$ cat src/rtl/info_table_parser_pkg.sv
// rtl/info_table_parser_pkg.sv - shared constants, state encoding and index helper for the info table printer/parser
package info_table_parser_pkg;

    localparam int DIM_MAX = 5;
    localparam int ENTRY_W = 2;
    localparam int ENTRIES = DIM_MAX * DIM_MAX;
    localparam int TABLE_W = ENTRIES * ENTRY_W;

    localparam logic [7:0] ASCII_STAR  = 8'h2A;
    localparam logic [7:0] ASCII_SPACE = 8'h20;
    localparam logic [7:0] ASCII_0     = 8'h30;
    localparam logic [7:0] ASCII_1     = 8'h31;
    localparam logic [7:0] ASCII_2     = 8'h32;
    localparam logic [7:0] ASCII_3     = 8'h33;
    localparam logic [7:0] ASCII_4     = 8'h34;
    localparam logic [7:0] ASCII_5     = 8'h35;
    localparam logic [7:0] ASCII_LF    = 8'h0A;

    localparam logic [3:0] ST_IDLE  = 4'd0;
    localparam logic [3:0] ST_M     = 4'd1;
    localparam logic [3:0] ST_STAR1 = 4'd2;
    localparam logic [3:0] ST_N     = 4'd3;
    localparam logic [3:0] ST_STAR2 = 4'd4;
    localparam logic [3:0] ST_C     = 4'd5;
    localparam logic [3:0] ST_SEP   = 4'd6;
    localparam logic [3:0] ST_ERR   = 4'd7;
    localparam logic [3:0] ST_SUM   = 4'd8;
    localparam logic [3:0] ST_DONE  = 4'd9;

    typedef enum logic [3:0] {
        S_IDLE  = ST_IDLE,
        S_M     = ST_M,
        S_STAR1 = ST_STAR1,
        S_N     = ST_N,
        S_STAR2 = ST_STAR2,
        S_C     = ST_C,
        S_SEP   = ST_SEP,
        S_ERR   = ST_ERR,
        S_SUM   = ST_SUM,
        S_DONE  = ST_DONE
    } parse_state_t;

    // m and n are 1-based dimensions in 1..DIM_MAX
    function automatic logic [4:0] entry_idx(input logic [2:0] m, input logic [2:0] n);
        return 5'((int'(m) - 1) * DIM_MAX + (int'(n) - 1));
    endfunction

endpackage

$ cat src/rtl/info_table_parser.sv
// rtl/info_table_parser.sv - parses "m*n*c" ASCII records into a shadow table and commits it atomically at end of frame
module info_table_parser
    import info_table_parser_pkg::*;
#(
    parameter logic [7:0] TERM_CHAR = ASCII_LF
) (
    input  logic               clk,
    input  logic               rst_n,
    input  logic [7:0]         din,
    input  logic               din_valid,
    output logic               din_ready,
    output logic [TABLE_W-1:0] info_table,
    output logic [5:0]         total_count,
    output logic               busy,
    output logic               done,
    output logic               error
);

    parse_state_t       state_q, state_d, parse_st;
    logic [2:0]         m_q, m_d, n_q, n_d;
    logic [TABLE_W-1:0] shadow_q, shadow_d, table_q, table_d;
    logic [5:0]         sum_q, sum_d, total_q, total_d;
    logic [4:0]         idx_q, idx_d;
    logic               error_q, error_d;
    logic               accept, fail, is_term, is_dim, is_cnt;
    logic [ENTRY_W-1:0] entry;

    assign din_ready   = (state_q != S_SUM) && (state_q != S_DONE);
    assign accept      = din_valid && din_ready;
    assign is_term     = (din == TERM_CHAR);
    assign is_dim      = (din >= ASCII_1) && (din <= ASCII_5);
    assign is_cnt      = (din >= ASCII_0) && (din <= ASCII_3);
    assign entry       = shadow_q[{idx_q, 1'b0} +: ENTRY_W];

    assign info_table  = table_q;
    assign total_count = total_q;
    assign busy        = (state_q != S_IDLE) && (state_q != S_DONE);
    assign done        = (state_q == S_DONE);
    assign error       = error_q;

    always_comb begin
        state_d  = state_q;
        m_d      = m_q;
        n_d      = n_q;
        shadow_d = shadow_q;
        table_d  = table_q;
        total_d  = total_q;
        error_d  = error_q;
        sum_d    = '0;
        idx_d    = '0;
        fail     = 1'b0;
        parse_st = state_q;

        // The first byte of a frame is parsed as if already in S_M
        if (state_q == S_IDLE && accept) begin
            shadow_d = '0;
            error_d  = 1'b0;
            parse_st = S_M;
        end

        case (parse_st)
            S_SUM: begin
                sum_d = sum_q + 6'(entry);
                idx_d = idx_q + 5'd1;
                if (idx_q == 5'(ENTRIES - 1)) begin
                    table_d = shadow_q;
                    total_d = sum_d;
                    state_d = S_DONE;
                end
            end
            S_DONE: state_d = S_IDLE;
            default: if (accept) begin
                case (parse_st)
                    S_M: begin
                        if (din == ASCII_SPACE) state_d = S_M;
                        else if (is_dim) begin
                            m_d     = din[2:0];
                            state_d = S_STAR1;
                        end
                        else if (is_term) state_d = S_SUM;
                        else state_d = S_ERR;
                    end
                    S_STAR1: if (din == ASCII_STAR) state_d = S_N; else fail = 1'b1;
                    S_N: begin
                        if (is_dim) begin
                            n_d     = din[2:0];
                            state_d = S_STAR2;
                        end
                        else fail = 1'b1;
                    end
                    S_STAR2: if (din == ASCII_STAR) state_d = S_C; else fail = 1'b1;
                    S_C: begin
                        if (is_cnt) begin
                            shadow_d[{entry_idx(m_q, n_q), 1'b0} +: ENTRY_W] = din[1:0];
                            state_d = S_SEP;
                        end
                        else fail = 1'b1;
                    end
                    S_SEP: begin
                        if (din == ASCII_SPACE) state_d = S_M;
                        else if (is_term) state_d = S_SUM;
                        else state_d = S_ERR;
                    end
                    S_ERR: fail = 1'b1;
                    default: ;
                endcase
            end
        endcase

        if (fail) begin
            if (is_term) begin
                state_d = S_DONE;
                error_d = 1'b1;
            end
            else state_d = S_ERR;
        end
    end

    always_ff @(posedge clk or negedge rst_n) begin
        if (!rst_n) begin
            state_q  <= S_IDLE;
            m_q      <= '0;
            n_q      <= '0;
            shadow_q <= '0;
            table_q  <= '0;
            sum_q    <= '0;
            total_q  <= '0;
            idx_q    <= '0;
            error_q  <= 1'b0;
        end
        else begin
            state_q  <= state_d;
            m_q      <= m_d;
            n_q      <= n_d;
            shadow_q <= shadow_d;
            table_q  <= table_d;
            sum_q    <= sum_d;
            total_q  <= total_d;
            idx_q    <= idx_d;
            error_q  <= error_d;
        end
    end

endmodule

$ cat config.mk
export PLATFORM = sky130hd
export DESIGN_NAME = info_table_parser
export DESIGN_NICKNAME = d
export VERILOG_FILES = /design/src/rtl/info_table_parser_pkg.sv /design/src/rtl/info_table_parser.sv
export SDC_FILE = /design/constraint.sdc
export NUM_CORES = 1
export LEC_CHECK = 0
export CORE_ASPECT_RATIO = 0.5
export CORE_MARGIN = 2
export CORE_UTILIZATION = 50
export DETAILED_ROUTE_END_ITERATION = 10
export GPL_TIMING_DRIVEN = 1
export PLACE_DENSITY = 0.84
export SYNTH_ARGS = -nofsm -noshare
export SYNTH_HDL_FRONTEND = slang
export SYNTH_SLANG_ARGS = --single-unit
$ cat constraint.sdc
create_clock -name clk -period 4.3 [get_ports clk]
set_clock_uncertainty 0.15 [all_clocks]
set_input_delay 0.645 -clock clk [delete_from_list [all_inputs] [get_ports clk]]
set_output_delay 0.645 -clock clk [all_outputs]
set_load 0.02 [all_outputs]
==> results of run 1 <==
-- power by group --
group          switching, mW  internal [mW]  total (mW)
Combinational         0.0465         0.0151      0.0616
Sequential                 0           1.20        1.20
Clock                  0.561          0.972        1.53
-- layout make-up --
type	instances	area (um^2)	share of cell area, %
Inverter	25	93.8	1.12
Sequential cell	128	3200	38.1
Timing Repair Buffer	77	763	9.07
Clock buffer	19	433	5.14
Tap cell	176	220	2.62
Clock inverter	13	185	2.20
Multi-Input combinational cell	545	3520	41.8
-- routing by layer --
| layer | global-route usage, % | vias up | wire length (um) |
|---|---|---|---|
| met5 | 1.00 | - | 0 |
| met2 | 40.7 | 321 | 8340 |
| met1 | 35.9 | 2894 | 8080 |
| met4 | 11.7 | 0 | 584 |
| li1 | - | 2671 | - |
| met3 | 6.91 | 62 | 1780 |
-- flip-flops by register name, summed over array words and instances (netlist names) --
| register | flops |
|---|---|
| state_q | 4 |
| sum_q | 6 |
| shadow_q | 50 |
| info_table | 50 |
| idx_q | 5 |
| error | 1 |
| m_q | 3 |
| total_count | 6 |
| n_q | 3 |
-- worst paths after layout --
path / to / slack, ps / cells past startpoint
worst max register to register: shadow_q[6] / 180 / 12
worst min-delay path: state_q[2] / 260 / 1
worst min register to register: error / 320 / 2
worst max-delay path: shadow_q[6] / 180 / 12
min in group clk: error / 320 / 2
max in group asynchronous: info_table[23] / 2920 / 2
-- critical path: stages, from the launching register on --
cell     delay [ps]
dfrtp_1         390
inv_1           100
ha_1            280
inv_1            50
ha_1            310
fa_1            460
ha_1            560
nand3_1         240
a22oi_1         380
nand4_1         210
mux2i_1         480
nand2_1         220
mux2i_1         160
-- synth_stat cells (2+ instances only) --
cell       number  share of area, %
nand2_1       239                13
dfrtp_1       128                46
mux2i_1        40               5.8
clkbuf_1       31               1.7
nor2_1         27               1.5
inv_1          25               1.4
nand3_1        23               1.7
o21ai_0        22               1.6
ha_1           18               3.3
mux4_2         14               4.6
nand4_1        13               1.2
nor3_1         11              0.80
xor2_1         10               1.3
a21oi_1         9              0.65
a31oi_1         9              0.81
xnor2_1         7              0.89
o311ai_0        6              0.76
and2_1          5              0.45
nand2b_1        5              0.45
nand4b_1        5              0.63
o31ai_1         5              0.54
or3_1           5              0.45
a211oi_1        4              0.43
buf_2           4              0.29
mux2_2          4              0.65
o22ai_1         4              0.36
a21o_1          3              0.33
a32o_1          3              0.43
fa_1            3              0.87
o211ai_1        3              0.33
o2bb2ai_1       3              0.38
or4_1           3              0.33
a21boi_0        2              0.22
a22o_1          2              0.25
and3_1          2              0.18
and4_1          2              0.25
nand3b_1        2              0.22
nor2b_1         2              0.18
nor3b_1         2              0.22
nor4_1          2              0.18
nor4b_1         2              0.25
o211a_1         2              0.29
o41ai_1         2              0.25
-- cell families after synthesis --
group | after synthesis | synth area share (%)
AOI/OAI and AO/OA | 87 | 8.72
xor gates and xnor gates | 19 | 2.82
adders and majority gates | 21 | 4.13
buffers and inverters | 61 | 3.49
DFF | 128 | 46.3
muxes | 59 | 11.3
and+or+nand+nor | 359 | 23.2
-- metrics by stage --
step	total power [mW]	hold WS [ps]	utilization, %
2_1_floorplan	1.24	199	-
3_3_place_gp	1.29	308	57.4
3_5_place_dp	1.29	310	57.4
4_1_cts	2.80	306	62.0
5_1_grt	2.86	349	62.3
6_report	2.80	264	62.3
==> flow_summary.ini, run 1 <==
[clocking]
cts_made_buffers = 17
clock_path_buffers = 2
holdBufCountCts = 0
cts-root-buf = clkbuf_16
clk_pin_slew_ps = 60
cts_tree = done
htree_levels = 4
post_cts_resized = 0
clkSinkCount = 128
post_cts_buffers = 0
clk_latency_ps = 420

[global_routing]
grt_overflow = 0
grt_max_degree = 81
grt_pass1_vias = 5781
grtUsageTotal_pct = 26.5
antenna_found_initial = 0
grt_pass1_wl_um = 30300

[finish]
antenna_cells = 0
syn2layout_area_growth_pct = 21.7
layout_commonest_cell = nand2_1
final_cell_mix = nand2_1, dfrtp_1, clkdlybuf4s50_1
finalNonFillerCells = 983
layout-drive-gt1-share_pct = 8.80
n_fill_cell = 1038
nNetsFinal = 826
stdcell_area_mm2 = 0.00842

[route]
first_pass_iters = 6
drtIter0Drc = 659
num_vias = 5948
vias_per_cell = 6.05
drtAntennaViolNets = 0
routed_wl_um = 18800
wl_per_cell_um = 19.1
route.detailed.drc = 0

[sta]
finalCritPeriodShare_pct = 95.9
setup-tns-final_ps = 0
final.setup.worst_slack_ps = 176
fmax_mhz = 242
final_hold_viol_count = 0
rsz0062_at_grt = true
slew_headroom_pct = 30.0
period_needed_ps = 4120
slew_violations = 0
max_slew.worst_pin.slew_ps = 1050
setup_viol = 0

[placement]
place.gp.congestion = 0.969
dp_hpwl_um = 12700
port_buffers = 70
place_ws_ps = 194
dp.cells = 951
post_dp_cell_area_mm2 = 0.00775

[synthesis]
syn_area_per_cell_um2 = 9.42
ys_warn_count = 0
syn_area_mm2 = 0.00691
netlist_instances = 734
synth_edf_count = 0
synth_cell_types = 64
syn-num-nets = 766
yosysSeqAreaShare_pct = 46.3
yosys_most_used_dff = dfrtp_1
synth-seq-cells = 128
async_reset_ff_share_pct = 100

[power]
powerDensity_mw_per_mm2 = 333
peakVddDrop_mv = 0.310
p_leak_nw = 3.93

[floorplan]
die_x_um = 170
num_rows = 30
initial_utilization_pct = 51.2
dieArea_mm2 = 0.0148
die_h_um = 87.2
fp.coreArea_mm2 = 0.0135
pin_count = 71

[min_path]
worst_hold_path_type = in -> async

[worst_setup_path]
cp_max_fo = 7
arrival_ps = 4260
startpoint = m_q[0]
worstPathRequired_ps = 4440
start_kind = register
end_kind = register
worstSetupPathType = reg -> reg
r2r_start = m_q[0]

[outcome]
status = complete, no violations

[job]
maxCapViolations = 0
Note: power is estimated with default switching activity, not from simulation.
==> inputs of run 2 (changes only) <==
--- a/config.mk
+++ b/config.mk
@@ -10,7 +10,7 @@
 export CORE_UTILIZATION = 50
 export DETAILED_ROUTE_END_ITERATION = 10
 export GPL_TIMING_DRIVEN = 1
-export PLACE_DENSITY = 0.84
+export PLACE_DENSITY = 0.78
 export SYNTH_ARGS = -nofsm -noshare
 export SYNTH_HDL_FRONTEND = slang
 export SYNTH_SLANG_ARGS = --single-unit
==> constraint.sdc (replaced) <==
create_clock -name clk -period 3.9 [get_ports clk]
set_clock_uncertainty 0.15 [all_clocks]
set_input_delay 0.585 -clock clk [delete_from_list [all_inputs] [get_ports clk]]
set_output_delay 0.585 -clock clk [all_outputs]
set_load 0.02 [all_outputs]
==> run 2 against run 1 <==
The run now ends with setup timing left. Count of clock-buffer cells in the layout down 1. Register-to-register slack got worse by 180 ps. Largest power group unchanged. Clock power rose by 12%. Core utilization grew 2.0 points. Sequential power up 11%. Non-clock buffer count up 25. Critical path type unchanged. Largest cell class unchanged. Highest routed layer unchanged.
==> flow_summary.ini, run 2 (same netlist as run 1, synthesis figures left out) <==
[sta]
slew_headroom_pct = 51.1
fmax_mhz = 256
holdWs_ps = 69.7
max_slew.worst_pin.slew_ps = 734
period_needed_ps = 3900
slew_violations = 0
final_hold_viol_count = 0
finalCritPeriodShare_pct = 100
rsz0062_at_grt = true
setup_viol = 1
final.setup.worst_slack_ps = -1.53

[global_routing]
grt_pass1_wl_um = 29600
grt_max_degree = 74
grt_pass1_vias = 5514
grt_overflow = 0
antenna_found_initial = 0
grtUsageTotal_pct = 26.0

[clocking]
holdBufCountCts = 0
clkSinkCount = 128
cts-root-buf = clkbuf_16
clock_path_buffers = 2
clk_latency_ps = 420
htree_levels = 4
cts_tree = done
cts_made_buffers = 17
clk_pin_slew_ps = 60

[worst_setup_path]
worstPathRequired_ps = 4060
reg2reg_depth = 14
arrival_ps = 4060
r2r_start = m_q[0]
r2r_setup_slack_ps = -2
startpoint = m_q[0]
end_kind = register
worstSetupPathType = reg -> reg
start_kind = register
cp_max_fo = 5
r2r_end = shadow_q[2]
cp-endpoint = shadow_q[2]

[power]
clkPwrFrac_pct = 55.0
finalPower_mw = 3.11
p_leak_nw = 4.06
peakVddDrop_mv = 0.283
p_seq_share_pct = 42.8
power_frac_comb_pct = 2.2
internal-power_mw = 2.43
p_sw_mw = 0.680
switching_share_pct = 21.9
powerDensity_mw_per_mm2 = 357

[floorplan]
fp.coreArea_mm2 = 0.0135
num_rows = 30
pin_count = 71
initial_utilization_pct = 51.2
die_h_um = 87.2
dieArea_mm2 = 0.0148
die_x_um = 170

[outcome]
status = finished, violations left
violations = setup timing

[min_path]
worst_hold_path_type = in -> async

[route]
wl_per_cell_um = 18.3
first_pass_iters = 7
route.detailed.drc = 0
drtAntennaViolNets = 0
num_vias = 5945
routed_wl_um = 18500
vias_per_cell = 5.90
drtIter0Drc = 545

[finish]
layout-drive-gt1-share_pct = 13.2
syn2layout_area_growth_pct = 25.7
final_cell_mix = nand2_1, dfrtp_1, clkdlybuf4s50_1
utilization_pct = 64.3
antenna_cells = 0
nNetsFinal = 851
stdcell_area_mm2 = 0.00869
layout_commonest_cell = nand2_1

[job]
maxCapViolations = 0

[placement]
place_ws_ps = -39.0
post_dp_cell_area_mm2 = 0.00789
port_buffers = 70
place.gp.congestion = 0.920
dp_hpwl_um = 13000
run 2: changes by cell type in the layout (fill, tap and decap cells not counted), sizes merged:
cell      change
buf          +25
clkbuf        -1
inv           +4
clkinvlp      +1
clkinv        -4
run 2: power by group through the flow:
stage / sequential, mW / combinational [mW] / clock [mW]
2_1_floorplan: 1.35 / 0.0152 / 0
3_3_place_gp: 1.35 / 0.0670 / 0
3_5_place_dp: 1.35 / 0.0689 / 0
4_1_cts: 1.33 / 0.0691 / 1.72
5_1_grt: 1.33 / 0.0768 / 1.79
6_report: 1.33 / 0.0688 / 1.71
run 2: critical path, stage by stage (launching register included):
cell and delay, ps:
dfrtp_1 390, inv_1 100, ha_2 310, inv_1 50, ha_1 310, fa_1 510, ha_4 350, buf_4 180
nand3_2 120, a22oi_2 260, nand4_1 210, mux2i_1 320, buf_4 190, nand2_1 110, mux2i_1 240
run 2: worst min-delay path by stage:
stage / from / to / slack (ps) / cells past startpoint
2_1_floorplan: rst_n / error / 140 / 0
3_3_place_gp: info_table[33] / info_table[33] / 310 / 2
3_5_place_dp: error / error / 310 / 2
4_1_cts: rst_n / state_q[2] / 100 / 1
5_1_grt: rst_n / state_q[1] / 130 / 1
6_report: rst_n / state_q[1] / 70 / 1
run 2: timing repair:
item	CTS	global route
resized for setup	4	20
buffers inserted	1	6
pin swaps	1	4
hold endpoints to repair	0	0
setup endpoints to repair	9	36
cloned	0	0
run 2: final cells by class:
cell class	instances	area (um^2)
flip-flops and latches	128	3200
inverters	25	93.8
clock buffers	18	429
multi-input cells	545	3590
fillers	1071	4820
repair buffers	102	951
well taps	176	220
clock inverters	14	200
run 2: per-layer routing:
metal  wire length [um]  part of all wire [%]  track usage (%)  vias to the layer above
li1                   -                     -                -                     2718
met1               8260                    45             38.2                     2880
met2               8260                    45             39.5                      318
met3               1680                   9.1             6.13                       29
met4                253                   1.4             6.06                        0
met5                  0                     0                0                        -
run 2: through the flow:
stage	setup TNS [ps]	std cells
floorplan	0	734
global placement	0	969
detailed placement	-133	969
CTS	0	1002
global route	-717	1008
finish	-1.53	1008
==> inputs of run 3 (changes only) <==
--- a/config.mk
+++ b/config.mk
@@ -6,7 +6,6 @@
 export NUM_CORES = 1
 export LEC_CHECK = 0
 export CORE_ASPECT_RATIO = 0.5
-export CORE_MARGIN = 2
 export CORE_UTILIZATION = 50
 export DETAILED_ROUTE_END_ITERATION = 10
 export GPL_TIMING_DRIVEN = 1
==> run 3 against run 2 <==
The flow now finishes without violations. Combinational power about the same. Global-route usage rose by 1.3 points. Maximum frequency is 1.6% higher. Register-to-register slack improved by 60 ps. Clock power fell by 4%. First-iteration DRC count increased by 12%. Sequential power barely moved. Via count decreased by 0.62%. Flip-flop and latch count unchanged. Power fell by 2.3%. Critical path type unchanged. Critical endpoint is now shadow_q[43]. Largest power group unchanged.
==> flow_summary.ini, run 3 (same netlist as run 1, synthesis figures left out) <==
[outcome]
status = complete, no violations

[power]
finalPower_mw = 3.04
p_sw_mw = 0.665
p_seq_share_pct = 43.8
clkPwrFrac_pct = 54.0
power_frac_comb_pct = 2.3
p_leak_nw = 4.05
powerDensity_mw_per_mm2 = 350
internal-power_mw = 2.37
switching_share_pct = 21.9
peakVddDrop_mv = 0.303

[floorplan]
die_h_um = 85.2
initial_utilization_pct = 52.9
pin_count = 71
fp.coreArea_mm2 = 0.0131
dieArea_mm2 = 0.0143
die_x_um = 168
num_rows = 29

[clocking]
holdBufCountCts = 0
cts_tree = done
clk_pin_slew_ps = 60
htree_levels = 4
clock_path_buffers = 2
clkSinkCount = 128
clk_latency_ps = 420
cts-root-buf = clkbuf_16
cts_made_buffers = 17

[global_routing]
grtUsageTotal_pct = 27.4
grt_pass1_wl_um = 29900
grt_pass1_vias = 5534
grt_overflow = 0
grt_max_degree = 75
antenna_found_initial = 0

[sta]
slew_violations = 0
slew_headroom_pct = 51.0
setup_viol = 0
rsz0062_at_grt = true
period_needed_ps = 3840
max_slew.worst_pin.slew_ps = 736
finalCritPeriodShare_pct = 98.5
final.setup.worst_slack_ps = 58.2
setup-tns-final_ps = 0
final_hold_viol_count = 0
fmax_mhz = 260

[finish]
layout_commonest_cell = nand2_1
syn2layout_area_growth_pct = 25.4
multi_input_area_mm2 = 0.00361
final_cell_mix = nand2_1, dfrtp_1, clkdlybuf4s50_1
layout-drive-gt1-share_pct = 13.0
antenna_cells = 0
nNetsFinal = 849
n_fill_cell = 997
stdcell_area_mm2 = 0.00867
seq_area_mm2 = 0.00320
utilization_pct = 66.4

[worst_setup_path]
reg2reg_depth = 13
start_kind = register
end_kind = register
worstSetupPathType = reg -> reg
worstPathRequired_ps = 4060
cp-endpoint = shadow_q[43]
arrival_ps = 4000
r2r_end = shadow_q[43]
r2r_start = m_q[0]
r2r_setup_slack_ps = 60
cp_max_fo = 6
startpoint = m_q[0]

[placement]
post_dp_cell_area_mm2 = 0.00791
place_ws_ps = -68.2
port_buffers = 70
dp_hpwl_um = 13000
place.gp.congestion = 0.937

[route]
first_pass_iters = 5
num_vias = 5908
routed_wl_um = 18700
wl_per_cell_um = 18.7
drtIter0Drc = 612
drtAntennaViolNets = 0
vias_per_cell = 5.91
route.detailed.drc = 0

[min_path]
worst_hold_path_type = in -> async

[job]
maxCapViolations = 0
[run 3: worst min path at each step]
stage / startpoint / to / slack (ps)
after detailed placement: error / error / 310
after floorplan: rst_n / error / 140
after global placement: error / error / 310
final: rst_n / state_q[1] / 70
after CTS: rst_n / n_q[0] / 90
after global routing: rst_n / state_q[1] / 120
[run 3: cell type report]
class	count	area share, %
Multi-Input combinational cell	545	41.7
Sequential cell	128	36.9
Timing Repair Buffer	100	10.9
Clock buffer	19	5.11
Inverter	25	1.08
Clock inverter	12	1.82
Tap cell	170	2.45
[run 3: stage by stage]
stage	hold WS (ps)	instances
after floorplan	139	734
after global placement	307	966
after detailed placement	310	966
after CTS	94.1	998
after global routing	117	999
final	70.1	999
[run 3: what timing repair did]
action                                  4_1_cts  5_1_grt
gates resized for setup                       6       20
buffers inserted                              1        1
endpoints found under the setup margin       10       40
pin swaps                                     0        6
[run 3: worst max-delay path, cell delays in order, from the launching register on]
cell and delay [ps]:
dfrtp_1 380, inv_1 90, ha_2 310, inv_1 50, ha_1 310, fa_1 480
ha_4 350, buf_4 180, nand3_2 130, a211oi_2 350, mux2i_2 160, and2_4 190
or3_1 340, o31ai_1 250
[run 3: power groups by stage]
stage | logic [mW] | registers [mW] | clock network (mW)
floorplan | 0.0152 | 1.35 | 0
global placement | 0.0677 | 1.35 | 0
detailed placement | 0.0697 | 1.35 | 0
CTS | 0.0698 | 1.33 | 1.65
global route | 0.0773 | 1.33 | 1.71
finish | 0.0691 | 1.33 | 1.64
[run 3: layer usage]
layer	track usage, %	up-vias	share of wire [%]
met5	0	-	0
met3	7.56	39	10
li1	-	2712	-
met1	39.3	2883	44
met2	40.4	274	44
met4	8.35	0	1.7
